### src/rtl/mrfm_decim_avg_pkg.sv
// mrfm_decim_avg_pkg
//   Shared constants for the MRFM decimating boxcar averager: sample width,
//   default maximum decimation, settings-bus address of the shift register and
//   the saturation limits. The helper clamp_shift limits a programmed shift to
//   the largest decimation the accumulator was sized for.
package mrfm_decim_avg_pkg;

  typedef logic signed [15:0] sample_t;

  localparam int SAMPLE_W             = 16;
  localparam int MRFM_DECIM_MAX_SHIFT = 8;

  // The decimation shift takes the next free settings address after the K1 scale.
  localparam logic [6:0] FR_MRFM_SCALE_K1    = 7'd70;
  localparam logic [6:0] FR_MRFM_DECIM_SHIFT = FR_MRFM_SCALE_K1 + 7'd1;

  localparam logic [15:0] SAT_POS = 16'h7FFF;
  localparam logic [15:0] SAT_NEG = 16'h8000;

  function automatic logic [3:0] clamp_shift(input logic [3:0] shift_reg, input int max_shift);
    if (int'(shift_reg) > max_shift) return 4'(max_shift);
    return shift_reg;
  endfunction

endpackage

### src/rtl/mrfm_decim_avg_setting.sv
// mrfm_decim_avg_setting
//   Settings-bus register in the style of setting_reg: captures the low WIDTH
//   bits of serial_data when serial_strobe hits ADDR, and pulses changed for
//   one cycle alongside the new value.
// Ports
//   clock, reset          master clock, asynchronous active-high reset
//   serial_addr/data      settings bus address and data
//   serial_strobe         settings bus write strobe
//   value                 current register contents (RESET_VAL after reset)
//   changed               one-cycle pulse, high the cycle the new value appears
module mrfm_decim_avg_setting
  import mrfm_decim_avg_pkg::*;
#(
  parameter logic [6:0] ADDR      = FR_MRFM_DECIM_SHIFT,
  parameter int         WIDTH     = 4,
  parameter logic [WIDTH-1:0] RESET_VAL = '0
) (
  input  logic             clock,
  input  logic             reset,
  input  logic [6:0]       serial_addr,
  input  logic [31:0]      serial_data,
  input  logic             serial_strobe,
  output logic [WIDTH-1:0] value,
  output logic             changed
);

  // Only the low bits are meaningful for this register.
  logic unused_data_bits;
  assign unused_data_bits = ^serial_data[31:WIDTH];

  always_ff @(posedge clock or posedge reset) begin
    if (reset) begin
      value   <= RESET_VAL;
      changed <= 1'b0;
    end else begin
      changed <= 1'b0;
      if (serial_strobe && (serial_addr == ADDR)) begin
        value   <= serial_data[WIDTH-1:0];
        changed <= 1'b1;
      end
    end
  end

endmodule

### src/rtl/mrfm_decim_avg.sv
// mrfm_decim_avg
//   Decimating boxcar averager after the ADC summing switch. Accumulates
//   2^shift_eff signed samples and emits one 16-bit average per block with a
//   one-cycle strobe. shift_eff is the programmed shift clamped to MAX_SHIFT;
//   shift 0 is a one-cycle-delayed pass-through.
// Configuration macro
//   MRFM_DECIM_ROUND_EN  defined: round half up and saturate to 16 bits;
//                        undefined: arithmetic-shift truncation toward -inf.
// Ports
//   clock, reset          master clock, asynchronous active-high reset
//   serial_addr/data/strobe  settings bus (shift at FR_MRFM_DECIM_SHIFT)
//   in_strobe, in         valid flag and signed sample
//   out_strobe, out       one-cycle new-average pulse and held average
//   busy                  a block is partially accumulated
module mrfm_decim_avg
  import mrfm_decim_avg_pkg::*;
#(
  parameter int MAX_SHIFT = MRFM_DECIM_MAX_SHIFT
) (
  input  logic        clock,
  input  logic        reset,
  input  logic [6:0]  serial_addr,
  input  logic [31:0] serial_data,
  input  logic        serial_strobe,
  input  logic        in_strobe,
  input  logic [15:0] in,
  output logic        out_strobe,
  output logic [15:0] out,
  output logic        busy
);

  localparam int ACC_W = SAMPLE_W + MAX_SHIFT;
  localparam int CNT_W = (MAX_SHIFT > 0) ? MAX_SHIFT : 1;

  logic [3:0]              shift_reg;
  logic                    shift_changed;
  logic [3:0]              shift_eff;
  logic signed [ACC_W-1:0] acc;
  logic signed [ACC_W-1:0] acc_next;
  logic [CNT_W-1:0]        count;
  logic [CNT_W-1:0]        last_count;
  logic                    last_sample;
  logic signed [ACC_W:0]   rnd;
  logic signed [ACC_W:0]   rounded;
  logic signed [ACC_W:0]   shifted;
  logic [15:0]             avg;

  mrfm_decim_avg_setting #(
    .ADDR      (FR_MRFM_DECIM_SHIFT),
    .WIDTH     (4),
    .RESET_VAL (4'd0)
  ) u_shift_reg (
    .clock         (clock),
    .reset         (reset),
    .serial_addr   (serial_addr),
    .serial_data   (serial_data),
    .serial_strobe (serial_strobe),
    .value         (shift_reg),
    .changed       (shift_changed)
  );

  assign shift_eff = clamp_shift(shift_reg, MAX_SHIFT);

  assign acc_next = acc + {{MAX_SHIFT{in[15]}}, in};

  // N-1 as a mask of shift_eff ones; all-zero when shift_eff is 0 so every sample ends a block.
  assign last_count  = {CNT_W{1'b1}} >> (CNT_W - int'(shift_eff));
  assign last_sample = (count == last_count);

`ifdef MRFM_DECIM_ROUND_EN
  assign rnd = (shift_eff == 4'd0) ? '0 : ((ACC_W+1)'(1) << (shift_eff - 4'd1));
`else
  assign rnd = '0;
`endif

  // One guard bit above the accumulator so adding the rounding constant cannot wrap.
  assign rounded = {acc_next[ACC_W-1], acc_next} + rnd;
  assign shifted = rounded >>> shift_eff;

`ifdef MRFM_DECIM_ROUND_EN
  localparam logic signed [ACC_W:0] MAX_S = (ACC_W+1)'(32767);
  localparam logic signed [ACC_W:0] MIN_S = -(ACC_W+1)'(32768);

  always_comb begin
    avg = shifted[15:0];
    if (shifted > MAX_S)      avg = SAT_POS;
    else if (shifted < MIN_S) avg = SAT_NEG;
  end
`else
  // Without rounding the shifted block mean always fits in 16 bits.
  logic unused_shift_msbs;
  assign unused_shift_msbs = ^shifted[ACC_W:16];
  assign avg = shifted[15:0];
`endif

  // A shift change restarts the block and wins over a coincident sample.
  always_ff @(posedge clock or posedge reset) begin
    if (reset) begin
      acc        <= '0;
      count      <= '0;
      out        <= '0;
      out_strobe <= 1'b0;
    end else begin
      out_strobe <= 1'b0;
      if (shift_changed) begin
        acc   <= '0;
        count <= '0;
      end else if (in_strobe) begin
        if (last_sample) begin
          out        <= avg;
          out_strobe <= 1'b1;
          acc        <= '0;
          count      <= '0;
        end else begin
          acc   <= acc_next;
          count <= count + 1'b1;
        end
      end
    end
  end

  assign busy = (count != '0);

endmodule

### config.mk
export PLATFORM = sky130hd
export DESIGN_NAME = mrfm_decim_avg
export DESIGN_NICKNAME = d
export VERILOG_FILES = /design/src/rtl/mrfm_decim_avg_pkg.sv /design/src/rtl/mrfm_decim_avg_setting.sv /design/src/rtl/mrfm_decim_avg.sv
export SDC_FILE = /design/constraint.sdc
export NUM_CORES = 1
export LEC_CHECK = 0
export CAP_MARGIN = 10
export CORE_ASPECT_RATIO = 2
export CORE_MARGIN = 8
export CORE_UTILIZATION = 40
export CTS_BUF_LIST = sky130_fd_sc_hd__clkbuf_8
export DETAILED_ROUTE_END_ITERATION = 16
export GPL_TIMING_DRIVEN = 0
export PLACE_DENSITY = 0.72
export REMOVE_ABC_BUFFERS = 1
export SETUP_SLACK_MARGIN = 0.4
export SYNTH_ARGS = -nofsm -noshare
export SYNTH_HDL_FRONTEND = slang
export SYNTH_SLANG_ARGS = --single-unit
### constraint.sdc
create_clock -name clock -period 9.7 [get_ports clock]
set_input_delay 1.94 -clock clock [delete_from_list [all_inputs] [get_ports clock]]
set_output_delay 1.94 -clock clock [all_outputs]
set_load 0.03 [all_outputs]
# Yosys cells after proc, flatten, opt, wreduce, memory -nomap -nowiden
# Cells that the tools add are included.
classes:
  n_reduce_logical: 4
  n_eq_ne: 2
  bitwise: 1
  n_lt_le_gt_ge: 1
  muxes: 13
  add_sub_neg: 3
  shifts: 2
ops:
  columns: ["cell", "n"]
  rows:
  - ["$mux 24", 3]
  - ["$shr 8x32->8 const A", 1]
  - ["$add 24x24->24", 1]
  - ["$mux 8", 3]
  - ["$sshr 24x4->16", 1]
  - ["$add 8x1->8 const B", 1]
  - ["$eq 8x8->1", 1]
  - ["$mux 4", 2]
  - ["$reduce_bool 8->1", 1]
  - ["$eq 7x7->1 const B", 1]
  - ["$mux 1", 5]
  - ["$sub 4x4->5 const A", 1]
  - ["$gt 4x4->1 const B", 1]
  - ["$reduce_and 3->1", 1]
  - ["$reduce_bool 2->1", 1]
  - ["$logic_and 1x1->1", 1]
  - ["$not 1->1", 1]
totals:
  register_bits: 54
  inputBits: 59

# Longest topological paths before layout
depth:
  word_depth: 9
  mapped_depth: 19
  depth_no_buf: 12

# Modules after synthesis
# A second synthesis with hierarchy kept.
unflattened:
  hier_cells: 555
  hier_area_um2: 4642.0
by_module_without_submodules:
  columns: ["module", "seq_area_each_um2", "cells_per_inst", "area_per_inst_um2", "n_inst"]
  rows:
  - ["mrfm_decim_avg", 1226.2, 542, 4419.2, 1]
  - ["mrfm_decim_avg_setting", 125.1, 13, 222.7, 1]

# Worst setup path before layout
# No wires, ideal clock.
synth_timing:
  path_type: "input port to flip-flop"
  startpoint: "input port in[0]"
  endpoint: "register out[14]"
  path_stages: 11
  t_arrival_ns: 4.608
  path_slack_ns: 5.016
  required_time_ns: 9.624
  setup_ns: 0.076
  path_cell_list: "ha_1 -> fa_1 -> a211oi_1 -> o21ai_1 -> a22oi_1 -> nor2_1 -> a211oi_1 -> and2_1 -> a2111oi_0 -> or4_1 -> o21ai_1"
synth_via:
  elab_chain_cells: 2
synth_rtl:
  columns: ["item", "line", "text"]
  rows:
  - ["from (decl)", "mrfm_decim_avg.sv:26", "input logic [15:0] in,"]
  - ["$add 24x24->24", "mrfm_decim_avg.sv:64", "assign acc_next = acc + {{MAX_SHIFT{in[15]}}, in};"]
  - ["$sshr 24x4->16", "mrfm_decim_avg.sv:78", "assign shifted = rounded >>> shift_eff;"]
  - ["to (signal assigned)", "mrfm_decim_avg.sv:110", "out <= avg;"]
  - ["to (decl)", "mrfm_decim_avg.sv:28", "output logic [15:0] out,"]
# No other way between the ends.
# A chain may end at the register's enable or synchronous reset.

# Final worst setup path
layout_timing:
  startpoint: "register u_shift_reg.value[3]"
  endpoint: "register out[5]"
layout_via:
  elab_chain_cells: 7
layout_rtl:
  columns: ["item", "line", "text"]
  rows:
  - ["from (decl)", "mrfm_decim_avg_setting.sv:23", "output logic [WIDTH-1:0] value,"]
  - ["from (signal assigned)", "mrfm_decim_avg_setting.sv:38", "value <= serial_data[WIDTH-1:0];"]
  - ["$gt 4x4->1", "mrfm_decim_avg_pkg.sv:21", "if (int'(shift_reg) > max_shift) return 4'(max_shift);"]
  - ["$mux 1", "mrfm_decim_avg_pkg.sv:21", null]
  - ["$mux 4 *", "mrfm_decim_avg_pkg.sv:22", "return shift_reg;"]
  - ["$sub 4x4->5", "mrfm_decim_avg.sv:67", "assign last_count = {CNT_W{1'b1}} >> (CNT_W - int'(shift_eff));"]
  - ["$shr 8x32->8", "mrfm_decim_avg.sv:67", null]
  - ["$eq 8x8->1", "mrfm_decim_avg.sv:68", "assign last_sample = (count == last_count);"]
  - ["$reduce_and 3->1 (no source line)", null, null]
# Mark *: on every way between the ends. The rest lies on a longest branch, timed or not.

==> flow_metrics.py <==
metrics = {
    "cts": {
        "clkTransAtPathRegs_ns": 0.11,
        "cts_max_level": 2,
        "clk_latency_ns": 0.33,
        "cts_made_buffers": 5,
        "clk_path_buf_depth": 2,
        "cts.sinks": 54,
        "postCtsSetupBuffers": 0,
        "tritoncts": "done",
        "cts_resized": 0,
        "hold_buffers": 0,
        "root_buffer": "clkbuf_8",
    },
    "synth": {
        "synth_top_area_share_pct": 28.8,
        "synthCells": 582,
        "ys.flop_type": "dfrtp_1",
        "yosys.area_share.simple_pct": 19.4,
        "yosysWarnings": 0,
        "syn_area_per_cell_um2": 8.05,
        "synth_compound_area_share_pct": 31.5,
        "synth_area_leaders": "dfrtp_1, ha_1, nand2_1",
        "seq_area_frac_synth_pct": 28.8,
        "yosys-mux-area-fraction_pct": 3.47,
        "synth_xor_area_share_pct": 4.67,
        "yosys.area.top_type": "dfrtp_1",
        "ys_seq_elements": 54,
        "synthAdderAreaFrac_pct": 7.61,
        "async_reset_ff_share_pct": 100,
        "synth.distinct_cells": 75,
        "synth_area_um2": 4690,
        "synth-edff-count": 0,
        "synth_top_family_by_area": "compound AO/OA/AOI/OAI gates",
    },
    "global_route": {
        "grt_pass1_wl_um": 22600,
        "grt_pass1_vias": 4620,
        "grt_max_degree": 42,
        "track_usage_pct": 17.5,
        "antenna_found_initial": 0,
        "overflow": 0,
    },
    "sta": {
        "slew_headroom_pct": 19.9,
        "tightest_slew_ns": 1.20,
        "min_period_ns": 5.86,
        "fmax_mhz": 171,
        "hold_viol": 0,
        "grt_setup_unrepaired": "no",
        "tns_ns": 0,
        "fin_crit_sh_pct": 60.4,
        "skew_ns": 0.00545,
        "fin_ws_ns": 3.84,
        "setup_viol": 0,
        "drv_slew": 0,
    },
    "drt": {
        "first_pass_iters": 5,
        "ant_nets": 0,
        "post_drt_via_cell_ratio": 6.27,
        "routedWlPerCell_um": 18.2,
        "drc": 0,
        "drtIter0Drc": 466,
        "finalWirelength_um": 13600,
        "vias": 4686,
    },
    "power": {
        "p_per_area_nw_per_um2": 342,
        "ir_drop_v": 0.000201,
        "p_leak_uw": 0.00215,
        "power.total_uw": 1820,
    },
    "finish": {
        "finalNetCount": 687,
        "diodes": 0,
        "ff_latch_area_um2": 1350,
        "multiInputGateArea_um2": 3130,
        "drive_above_1_share_pct": 5.48,
        "fill_cells": 1160,
        "area.growth.synth_to_final_pct": 13.9,
    },
    "place": {
        "io_buffers": 48,
        "place_ws_ns": 3.76,
        "post-dp-hpwl_um": 9730,
        "gp_congestion": 0.915,
    },
    "die": {
        "die_area_um2": 15600,
        "boundaryPins": 77,
        "core-area_um2": 11600,
        "num_rows": 56,
        "die-width_um": 92.5,
        "fp.dieH_um": 169,
        "start_util_pct": 40.5,
    },
    "setup_path": {
        "start_kind": "flip-flop",
        "critPathMaxFanout": 38,
        "required_ns": 9.93,
        "r2r_cells": 12,
        "end_kind": "flip-flop",
        "worstPathArrival_ns": 6.08,
        "path_class": "reg -> reg",
    },
    "hold_path": {
        "holdPathStages": 2,
        "min_path_type": "reg -> reg",
    },
    "outcome": {
        "status": "finished clean",
    },
    "job": {
        "maxCapViolCount": 0,
    },
}
[layout make-up]
class | count | area share [%]
Timing Repair Buffer | 50 | 9.59
Clock buffer | 5 | 1.29
Multi-Input combinational cell | 477 | 58.6
Sequential cell | 54 | 25.3
Clock inverter | 3 | 0.820
Tap cell | 145 | 3.40
Inverter | 13 | 0.961
[per-stage QoR]
stage	cells	hold WS (ns)	cell area, µm²	util (%)
2_1_floorplan	544	0.454	4520	-
3_3_place_gp	737	0.462	5190	44.9
3_5_place_dp	739	0.476	5230	45.2
4_1_cts	747	0.500	5340	46.2
5_1_grt	747	0.528	5340	46.2
6_report	747	0.491	5340	46.2
[worst max-delay path, cell delays in order (launching register included)]
cell and delay (ns):
dfrtp_1 1.13, nor2b_1 0.39, buf_6 0.28, inv_1 0.41, ha_1 0.49, nand2b_1 0.16, o22ai_2 0.34, mux2_2 0.38
a311o_2 0.38, nand4_1 0.14, or3b_1 0.69, clkinv_1 0.53, mux2_2 0.40
[cell usage after synthesis (8+ instances only)]
cell       n
a211o_1    8
ha_1      26
nor3_1    13
dfrtp_1   54
o21ai_0   51
inv_1     11
nor2b_1    8
o211ai_1  10
a22o_1    16
xnor2_1   11
a211oi_1  16
nor2_1    43
nand3_1   15
nand2_1   72
xor2_1    14
a21oi_1   46
clkbuf_1  29
a31oi_1    9
[cell usage in the layout, fill, tap and decap left out, types with 7 or more instances in the layout]
cell type	count
a211o_1	8
a211oi_1	16
a21oi_1	46
a22o_1	16
a31oi_1	9
clkdlybuf4s50_1	48
dfrtp_1	54
ha_1	26
inv_1	10
nand2_1	72
nand3_1	15
nand4_1	7
nor2_1	42
nor2b_1	8
nor3_1	13
o211ai_1	10
o21ai_0	51
o22ai_1	7
xnor2_1	11
xor2_1	14
[layer usage]
layer	up-vias	global-route usage [%]	wire, µm	part of all wire (%)
met4	0	7.91	411	3.0
li1	2228	-	-	-
met1	2238	21.8	5870	43
met3	29	2.84	802	5.9
met2	191	28.8	6480	48
met5	-	0	0	0
[path summary, 6_finish.rpt]
kind	endpoint	slack, ns	startpoint
worst min register to register	acc[6]	0.49	acc[6]
worst min-delay path	acc[6]	0.49	acc[6]
max in group asynchronous	acc[13]	7.30	reset
worst max register to register	out[5]	3.84	u_shift_reg.value[3]
worst max-delay path	out[5]	3.84	u_shift_reg.value[3]
min in group asynchronous	count[7]	1.87	reset
[power breakdown]
| part | internal, µW | total (µW) | leakage, µW | switching [µW] |
|---|---|---|---|---|
| logic | 493 | 1270 | 0.00142 | 775 |
| registers | 316 | 394 | 0.000674 | 77.4 |
| clock network | 77.6 | 162 | 0.0000585 | 84.7 |
| total | 887 | 1820 | 0.00215 | 937 |
[cell families after synthesis]
family / Yosys count
mux: 13
compound gates: 220
xor+xnor: 25
buf+inv: 51
flops: 54
simple gates: 191
fa+ha+maj: 28
[registers in the layout, indices dropped and copies added, names as in the netlist]
| register | flops |
|---|---|
| u_shift_reg.changed | 1 |
| out | 16 |
| out_strobe | 1 |
| count | 8 |
| u_shift_reg.value | 4 |
| acc | 24 |
(Power assumes the default switching activity.)
==> edit: new RTL, config.mk and constraints unchanged <==
Put one more register stage on the output `out`, cleared by the reset. The value now appears one clock later. The other outputs are not delayed to match. Comments in the files are not updated.
--- a/src/rtl/mrfm_decim_avg.sv
+++ b/src/rtl/mrfm_decim_avg.sv
@@ -32,4 +32,6 @@
   localparam int ACC_W = SAMPLE_W + MAX_SHIFT;
   localparam int CNT_W = (MAX_SHIFT > 0) ? MAX_SHIFT : 1;
+
+  logic [15:0] out_s0;
 
   logic [3:0]              shift_reg;
@@ -99,5 +101,5 @@
       acc        <= '0;
       count      <= '0;
-      out        <= '0;
+      out_s0     <= '0;
       out_strobe <= 1'b0;
     end else begin
@@ -108,5 +110,5 @@
       end else if (in_strobe) begin
         if (last_sample) begin
-          out        <= avg;
+          out_s0     <= avg;
           out_strobe <= 1'b1;
           acc        <= '0;
@@ -122,4 +124,12 @@
   assign busy = (count != '0);
 
+  always_ff @(posedge clock or posedge reset) begin
+    if (reset) begin
+      out <= '0;
+    end else begin
+      out <= out_s0;
+    end
+  end
+
 endmodule
 
Formal check against the unedited RTL: not equivalent (a bounded check fails within 4 cycles, from zero or initial values and one cycle with reset high).
==> edit against the unedited design <==
- final area up 8.4%
- largest cell class unchanged
- non-clock buffer count up 2
- maximum frequency up 3.6%
- largest power group unchanged
- sequential cell count up 16
- clock power up 52%
- die area up 6.4%
- area after synthesis up 7.4%
- utilization up 0.45 points
- total power down 3.6%
- worst setup slack better by 200 ps
- first-iteration DRC count down 29%
- routed wire length down 0.17%
- critical path depth unchanged
- sequential share of layout area up 5.0 points
==> edit: results <==
[sta]
finClkSkew_ps = 11.62
max-slew-margin-rel = 0.3430
hold_viol = 0
max_freq_ghz = 0.1769

[cells_and_area]
nets = 681
n_antenna_cell = 0
drive_above_1_share = 0.07667
reg_top3 = "acc: 24 flops, out: 16 flops, out_s0: 16 flops"
n_fill_cell = 1193

[drt]
drt_iter0_markers = 332
wirelength_microns = 13540
dr.pass1.iters = 6
vias_per_cell = 5.976

[global_route]
grt_use_met3 = 0.03654
track_usage = 0.1677
grtUsageMet1 = 0.2180
grt_antenna_before_repair = 0
grt_use_met2 = 0.2666
grt_pass1_vias = 4347
grt_pass1_wl_microns = 22280
grt_start_max_net_pins = 71

[cts]
clkLatencyLatePin_ps = 370
path_clk_slew_ps = 80
htree_levels = 3
clock_path_buffers = 2
cts_made_buffers = 9
postCtsSetupRepairBufs = 0
ctsResizeCount = 0
ctsRootBufferMaster = "clkbuf_8"

[synth]
ys_types = 68
dominantRegCellSynth = "dfrtp_1"
async_flop_share = 1.000
yosysSeqAreaShare = 0.3480
yosys-top-cells-area = "dfrtp_1 (35%), ha_1 (6.5%), nand2_1 (5.0%)"
ys_warn_count = 0
synth_common_cells = "dfrtp_1 (70), nand2_1 (67), o21ai_0 (49), a21oi_1 (45), nor2_1 (29)"

[critical_path]
crit_fanout = 26
worstPathArrival_ps = 5900
reg2reg_slack_ps = 4050

[job]
maxCapViolCount = 0

[power_and_ir_drop]
p_leak_nw = 2.400
ir_drop_uv = 170.3

[place]
dpl_worst_slack_ps = 4120
gp_congestion = 0.9059
place_hpwl_microns = 9745
portBuffers = 48

[hold_path]
hold_path.class = "flip-flop to flip-flop"

[status]
outcome = "finished, final reports clean"
## edit: cell count changes after synthesis, moves of 5 or more
cell / change
mux2i_1: +14
a31oi_1: -6
nand2_1: -5
nor2_1: -14
xnor2_1: +7
o22ai_1: -7
dfrtp_1: +16
o211ai_1: -5
a211o_1: -7
xor2_1: -7
## edit: power by group
part	leakage [nW]	switching, W	total [W]	internal (W)
combinational	1.42	0.000665	0.00110	0.000431
clock	0.0968	0.000125	0.000247	0.000122
sequential	0.884	0.0000579	0.000415	0.000358
## edit: kinds of logic (layout without fill, tap and decap cells)
| kind of cell | after synthesis | in the layout | synth area share |
|---|---|---|---|
| compound gates | 201 | 201 | 0.2705 |
| xor+xnor | 27 | 27 | 0.05121 |
| fa+ha+maj | 28 | 28 | 0.07059 |
| buf+inv | 54 | 84 | 0.04573 |
| flops | 70 | 70 | 0.3480 |
| mux | 28 | 28 | 0.05792 |
| simple gates | 162 | 162 | 0.1561 |
## edit: final cells by class
class,instances,share of cell area
tap,150,0.03244
clock buffer,9,0.02141
multi-input combinational,446,0.5283
timing repair buffer,52,0.09040
inverter,16,0.01081
sequential,70,0.3028
clock inverter,7,0.01384
## edit: stage by stage
stage,cell area [sq um],util,instances,hold WS [ps]
after global placement,5532,0.4458,730,360.6
after detailed placement,5565,0.4485,732,360.2
final,5786,0.4662,750,378.1
after floorplan,4863,-,532,350.1
after CTS,5769,0.4649,748,380.4
after global routing,5786,0.4662,750,389.2
## edit: path summary, 6_finish.rpt
check	end	depth (start not counted)	from
hold / removal	out[0]	0	out_s0[0]
max in group asynchronous	out_s0[9]	2	reset
hold reg to reg	out[0]	0	out_s0[0]
min in group asynchronous	count[4]	2	reset
setup / recovery	out_s0[5]	12	u_shift_reg.value[1]
setup reg to reg	out_s0[5]	12	u_shift_reg.value[1]
## edit: per-layer routing
| layer | part of all wire | wire (microns) | vias to the layer above |
|---|---|---|---|
| li1 | - | - | 2152 |
| met1 | 0.44 | 6023 | 2140 |
| met2 | 0.48 | 6473 | 166 |
| met3 | 0.056 | 755 | 24 |
| met4 | 0.021 | 288 | 0 |
| met5 | 0 | 0 | - |
## edit: critical path, cell delays in order, from the launching register on
cell,delay (ps)
dfrtp_1,790
inv_1,250
nor2_1,810
inv_1,480
ha_1,570
nand2_1,100
a211oi_2,250
xnor2_1,90
o41ai_1,410
nand4_1,220
or3b_1,770
inv_1,400
mux2_2,370
